**src/rtl/vga_pkg.sv**
```systemverilog
// vga_pkg: shared key codes, PS/2 set-2 scan constants and key decoder FSM states
package vga_pkg;
  localparam logic [3:0] key_relesed = 4'd0;
  localparam logic [3:0] key_A       = 4'd1;
  localparam logic [3:0] key_S       = 4'd2;
  localparam logic [3:0] key_W       = 4'd3;
  localparam logic [3:0] key_D       = 4'd4;
  localparam logic [3:0] key_1       = 4'd5;
  localparam logic [3:0] key_2       = 4'd6;
  localparam logic [3:0] key_3       = 4'd7;
  localparam logic [3:0] key_4       = 4'd8;
  localparam logic [3:0] key_esc     = 4'd9;

  localparam logic [7:0] SC_BREAK = 8'hF0;
  localparam logic [7:0] SC_EXT   = 8'hE0;
  localparam logic [7:0] SC_A     = 8'h1C;
  localparam logic [7:0] SC_S     = 8'h1B;
  localparam logic [7:0] SC_W     = 8'h1D;
  localparam logic [7:0] SC_D     = 8'h23;
  localparam logic [7:0] SC_1     = 8'h16;
  localparam logic [7:0] SC_2     = 8'h1E;
  localparam logic [7:0] SC_3     = 8'h26;
  localparam logic [7:0] SC_4     = 8'h25;
  localparam logic [7:0] SC_ESC   = 8'h76;

  typedef enum logic [1:0] {IDLE, BREAK, EXT, EXT_BREAK} kd_state_t;
endpackage

```
**src/rtl/key_scan_map.sv**
```systemverilog
// key_scan_map: combinational PS/2 set-2 scan byte to key code lookup
module key_scan_map
  import vga_pkg::*;
(
  input  logic [7:0] scan,
  output logic [3:0] key,
  output logic       mapped
);
  // translate the nine supported make codes; everything else is unmapped
  always_comb begin
    key = key_relesed;
    case (scan)
      SC_A:    key = key_A;
      SC_S:    key = key_S;
      SC_W:    key = key_W;
      SC_D:    key = key_D;
      SC_1:    key = key_1;
      SC_2:    key = key_2;
      SC_3:    key = key_3;
      SC_4:    key = key_4;
      SC_ESC:  key = key_esc;
      default: key = key_relesed;
    endcase
    mapped = key != key_relesed;
  end
endmodule

```
**src/rtl/key_decoder.sv**
```systemverilog
// key_decoder: PS/2 byte stream to held-key code; KEY_DECODER_TYPEMATIC_FILTER_EN suppresses repeat pulses
module key_decoder
  import vga_pkg::*;
#(
  parameter int TIMEOUT_CYCLES = 650_000
) (
  input  logic       clk,
  input  logic       rst_n,
  input  logic [7:0] rx_data,
  input  logic       rx_valid,
  output logic [3:0] key_code,
  output logic       key_valid
);
  localparam logic [19:0] TO_LAST = 20'(TIMEOUT_CYCLES - 1);

  kd_state_t   state_q, state_d;
  logic [19:0] cnt_q, cnt_d;
  logic [3:0]  key_q, key_d;
  logic        vld_q, vld_d;
  logic [3:0]  map_key;
  logic        map_hit;

  key_scan_map u_map (.scan(rx_data), .key(map_key), .mapped(map_hit));

  // next state: bytes always take priority over the prefix timeout
  always_comb begin
    state_d = state_q;
    key_d   = key_q;
    vld_d   = 1'b0;
    cnt_d   = (rx_valid || state_q == IDLE) ? 20'd0 : cnt_q + 20'd1;
    if (rx_valid) begin
      case (state_q)
        IDLE: begin
          state_d = rx_data == SC_BREAK ? BREAK : rx_data == SC_EXT ? EXT : IDLE;
          if (rx_data != SC_BREAK && rx_data != SC_EXT && map_hit) begin
            key_d = map_key;
`ifdef KEY_DECODER_TYPEMATIC_FILTER_EN
            vld_d = map_key != key_q;
`else
            vld_d = 1'b1;
`endif
          end
        end
        BREAK: begin
          state_d = IDLE;
          if (map_hit && map_key == key_q) begin
            key_d = key_relesed;
            vld_d = 1'b1;
          end
        end
        EXT:       state_d = rx_data == SC_BREAK ? EXT_BREAK : IDLE;
        EXT_BREAK: state_d = IDLE;
        default:   state_d = IDLE;
      endcase
    end else if (state_q != IDLE && cnt_q == TO_LAST) begin
      state_d = IDLE;
    end
  end

  // state, timeout counter and registered outputs
  always_ff @(posedge clk or negedge rst_n) begin
    if (!rst_n) begin
      state_q <= IDLE;
      cnt_q   <= '0;
      key_q   <= key_relesed;
      vld_q   <= 1'b0;
    end else begin
      state_q <= state_d;
      cnt_q   <= cnt_d;
      key_q   <= key_d;
      vld_q   <= vld_d;
    end
  end

  assign key_code  = key_q;
  assign key_valid = vld_q;
endmodule
```
**config.mk**
```make
export PLATFORM = sky130hd
export DESIGN_NAME = key_decoder
export DESIGN_NICKNAME = d
export VERILOG_FILES = /design/src/rtl/vga_pkg.sv /design/src/rtl/key_scan_map.sv /design/src/rtl/key_decoder.sv
export SDC_FILE = /design/constraint.sdc
export NUM_CORES = 1
export LEC_CHECK = 0
export CORE_MARGIN = 10
export CORE_UTILIZATION = 50
export CTS_CLUSTER_DIAMETER = 30
export DETAILED_ROUTE_END_ITERATION = 10
export GPL_TIMING_DRIVEN = 0
export PLACE_DENSITY = 0.72
export SLEW_MARGIN = 30
export SYNTH_ARGS = -nofsm -noshare
export SYNTH_HDL_FRONTEND = slang
export SYNTH_HIERARCHICAL = 1
export SYNTH_SLANG_ARGS = --single-unit
```
**constraint.sdc**
```tcl
create_clock -name clk -period 1.9 [get_ports clk]
set_input_delay 0.19 -clock clk [delete_from_list [all_inputs] [get_ports clk]]
set_output_delay 0.19 -clock clk [all_outputs]
set_load 0.005 [all_outputs]
```
==> results.md <==
- **layout cells sized above 1** 21.1%
- **predominant post-synthesis flop cell** sky130_fd_sc_hd__dfrtp_1
- **number of buffers added by the clock tree synthesis step** 3
- **max-cap violation count** 0
- **Worst Setup EP** key_code[2]
- **ports placed on the boundary** 16
- **leakage** 0.734 nW
- **TritonCTS clock tree** built
- **routed wire length per instance** 15.4 microns
- **Syn Nets** 177
- **startpoint of the worst-slack reg-to-reg timing path** cnt_q[0]
- **count of state elements after synthesis** 27
- **per-instance average area after synthesis** 9.58 sq um
- **# port buffers** 15
- **Yosys Warn Count** 6
- **Design Power** 900 uW
- **reg-to-reg setup timing slack** 100 ps
- **Std-Cell Rows** 20
- **Data required, critical path** 2120 ps
- **CTS root buf** sky130_fd_sc_hd__clkbuf_4
- **clock latency at the later pin of the worst-skew pair** 310 ps
- **M1 wire length** 1.70 mm
- **Post-Route WL** 3.53 mm
- **largest area contributor in the netlist** sky130_fd_sc_hd__dfrtp_1
- **Inserted Diodes** 0
- **type of the tightest min-delay check** primary input to flop
- **data arrival time of the worst path** 2100 ps
- **Final WS setup** 13.3 ps
- **Yosys cell types** 45
- **CP startpoint kind** primary input
- **sequence of cells on the critical path** buf_6 > or4b_4 > or3b_1 > a21oi_1 > or4_4 > and4b_2 > a31oi_4 > a22o_1
- **overall global routing resource usage** 12.0%
- **maximum number of pins on one net before global-route repair** 28
- **routed vias** 1345
- **post-placement cell count** 224
- **run status** finished clean
- **IR drop worst, VDD** 322 uV
- **routed wl met2** 1.69 mm
- **largest fanout on the critical path** 9
- **global-route wire length before repair** 5.95 mm
- **fill cell instance count of the final layout** 261
- **max incr delay on CP** 560 ps
- **highest layer used for signal routing** met4
- **# setup viols final** 0
- **Routed Antenna Nets** 0
- **Iter 0 DRT Violations** 86
- **total count of max-transition violations in the final report** 0
- **power density of the placed cells** 479 nW/um^2
- **height of the die** 76.2 microns
- **relative slew slack** 59.5%
- **detailed-routing iteration count for the pre-antenna-repair pass** 4
- **depth of the worst register-to-register path** 5
- **initial antenna violation count** 0
- **final worst path period share** 99.3%
- **clock slew at the register clock pins of the worst setup and hold paths** 140 ps
- **area of the placeable core** 3030 sq um
- **sequential fraction of the synthesis area** 42.8%
- **critical setup path kind** primary input to flop
- **CTS H-tree lvls** 1
- **Total Die Area** 5810 sq um
- **Die Span X** 76.2 microns
- **synthesized instance count** 165
- **Area contributors post-synth** sky130_fd_sc_hd__dfrtp_1, sky130_fd_sc_hd__xnor2_1, sky130_fd_sc_hd__nand2_1
- **via count of the first global-routing pass** 1270
- **starting utilization of the core area** 52.2%
- **number of vias per cell after detailed routing** 5.87
- **area fraction of the dominant cell type after synthesis** 42.8%
- **global placement routability congestion** 0.783
- **fmax** 530 MHz
- **clock sink count** 27
- **post-route clock skew** 4.28 ps
- **minimum period implied by the final worst setup slack** 1890 ps
- **Worst-Margin Slew** 607 ps
- **crit path launch** rx_data[4]
- **setup TNS** 0 ps
- **Max Root-Sink Buffers** 2
- **total count of hold-check failures in the final report** 0
- **post-synth design cell area** 1580 sq um
- **capturing element type of the critical path** flop
- **nets@finish** 198
- **amount of wire on met3 after detailed routing** 92 microns
- **area growth from synthesis to final layout** 18.8%
- **filler-free cell count of the finished design** 229
- **share of flip-flops with an asynchronous set or reset** 100%
- **Critical Path Slowest Stage Cell** sky130_fd_sc_hd__or4b_4
- **count of flip-flops with a built-in enable after synthesis** 0
- **half-perimeter wire length after placement** 2.59 mm
- **reg-to-reg critical path endpoint** cnt_q[16]
- **grt total ovfl** 0
- **setup slack at placement** -845 ps
- **DRC Markers** 0
flip-flops by register name, summed over array words and instances (netlist names):
register	count
key_valid	1
state_q	2
cnt_q	20
key_code	4
layer usage:
layer	global-route usage, %	vias up
met5	0	-
met4	3.35	0
met3	2.59	6
met2	19.3	20
met1	15.8	666
li1	-	653
through the flow:
step | hold WS (ps) | util, % | area, sq um
after floorplan | -106 | - | 1600
after global placement | 525 | 59.6 | 1800
after detailed placement | 235 | 59.4 | 1800
after CTS | 116 | 60.4 | 1830
after global routing | 70.9 | 62.0 | 1880
final | 102 | 62.0 | 1880
worst min path at each step:
stage	startpoint	end	slack (ps)	cells past startpoint
2_1_floorplan	rst_n	cnt_q[0]	-110	0
3_3_place_gp	cnt_q[0]	cnt_q[0]	530	1
3_5_place_dp	rst_n	state_q[1]	230	1
4_1_cts	rx_data[4]	state_q[0]	120	3
5_1_grt	rx_data[4]	state_q[0]	70	3
6_report	rx_data[4]	state_q[0]	100	3
critical path: cells and delay by family:
kind	cells	cell delay, ps
AO/OA/AOI/OAI	3	480
AND/OR/NAND/NOR	4	1310
buffers and inverters	1	110
layout by cell type, fill, tap and decap left out, types with 3 or more instances in the layout:
cell type / Yosys / routed
sky130_fd_sc_hd__xnor2_1: 11 / 10
sky130_fd_sc_hd__or4_1: 6 / 5
sky130_fd_sc_hd__nand4_1: 3 / 3
sky130_fd_sc_hd__nor2_1: 18 / 17
sky130_fd_sc_hd__dfrtp_2: 0 / 5
sky130_fd_sc_hd__xor2_1: 6 / 6
sky130_fd_sc_hd__clkdlybuf4s50_1: 0 / 6
sky130_fd_sc_hd__a22o_1: 4 / 4
sky130_fd_sc_hd__a21oi_1: 5 / 5
sky130_fd_sc_hd__o211ai_1: 3 / 3
sky130_fd_sc_hd__buf_2: 0 / 4
sky130_fd_sc_hd__nor4_1: 5 / 5
sky130_fd_sc_hd__clkbuf_4: 0 / 3
sky130_fd_sc_hd__inv_1: 6 / 6
sky130_fd_sc_hd__dfrtp_1: 27 / 22
sky130_fd_sc_hd__nand2_1: 18 / 18
sky130_fd_sc_hd__nand3_1: 7 / 7
sky130_fd_sc_hd__or3_1: 4 / 3
cell usage after synthesis (2+ instances only):
| master | instances |
|---|---|
| sky130_fd_sc_hd__a21oi_1 | 5 |
| sky130_fd_sc_hd__a22o_1 | 4 |
| sky130_fd_sc_hd__a31oi_1 | 2 |
| sky130_fd_sc_hd__clkbuf_1 | 2 |
| sky130_fd_sc_hd__dfrtp_1 | 27 |
| sky130_fd_sc_hd__inv_1 | 6 |
| sky130_fd_sc_hd__nand2_1 | 18 |
| sky130_fd_sc_hd__nand3_1 | 7 |
| sky130_fd_sc_hd__nand4_1 | 3 |
| sky130_fd_sc_hd__nand4b_1 | 2 |
| sky130_fd_sc_hd__nor2_1 | 18 |
| sky130_fd_sc_hd__nor3_1 | 3 |
| sky130_fd_sc_hd__nor3b_1 | 2 |
| sky130_fd_sc_hd__nor4_1 | 5 |
| sky130_fd_sc_hd__nor4b_1 | 2 |
| sky130_fd_sc_hd__nor4bb_1 | 2 |
| sky130_fd_sc_hd__o211ai_1 | 3 |
| sky130_fd_sc_hd__o21ai_0 | 2 |
| sky130_fd_sc_hd__o311ai_0 | 2 |
| sky130_fd_sc_hd__o31ai_1 | 2 |
| sky130_fd_sc_hd__or3_1 | 4 |
| sky130_fd_sc_hd__or4_1 | 6 |
| sky130_fd_sc_hd__xnor2_1 | 11 |
| sky130_fd_sc_hd__xor2_1 | 6 |
cell families after synthesis:
| logic type | count (synthesis) | share of synthesized area (%) |
|---|---|---|
| buf+inv | 8 | 1.90 |
| compound gates | 24 | 11.0 |
| xor+xnor | 17 | 9.42 |
| fa+ha+maj | 1 | 0.792 |
| simple gates | 86 | 32.8 |
| mux | 2 | 1.35 |
| flops | 27 | 42.8 |
layout make-up:
cell class	count	area [sq um]	share of cell area, %
clock inverter	1	5.00	0.267
tap	44	55.1	2.93
sequential	27	682	36.3
buffer	1	3.75	0.200
multi-input combinational	130	947	50.5
inverter	6	22.5	1.20
clock buffer	3	22.5	1.20
timing repair buffer	17	139	7.40
repair_timing:
item | CTS | global route
hold buffers | 1 | 0
resized for setup | 27 | 18
pin swaps | 9 | 11
hold endpoints to repair | 27 | 0
setup endpoints to repair | 8 | 9
buffers inserted | 0 | 1
where the power goes:
| group | switching (mW) | internal [mW] | leakage [nW] |
|---|---|---|---|
| logic | 0.0485 | 0.0370 | 0.348 |
| clock network | 0.157 | 0.0787 | 0.0177 |
| registers | 0.00174 | 0.577 | 0.369 |
Note: power is estimated with default switching activity, not from simulation.
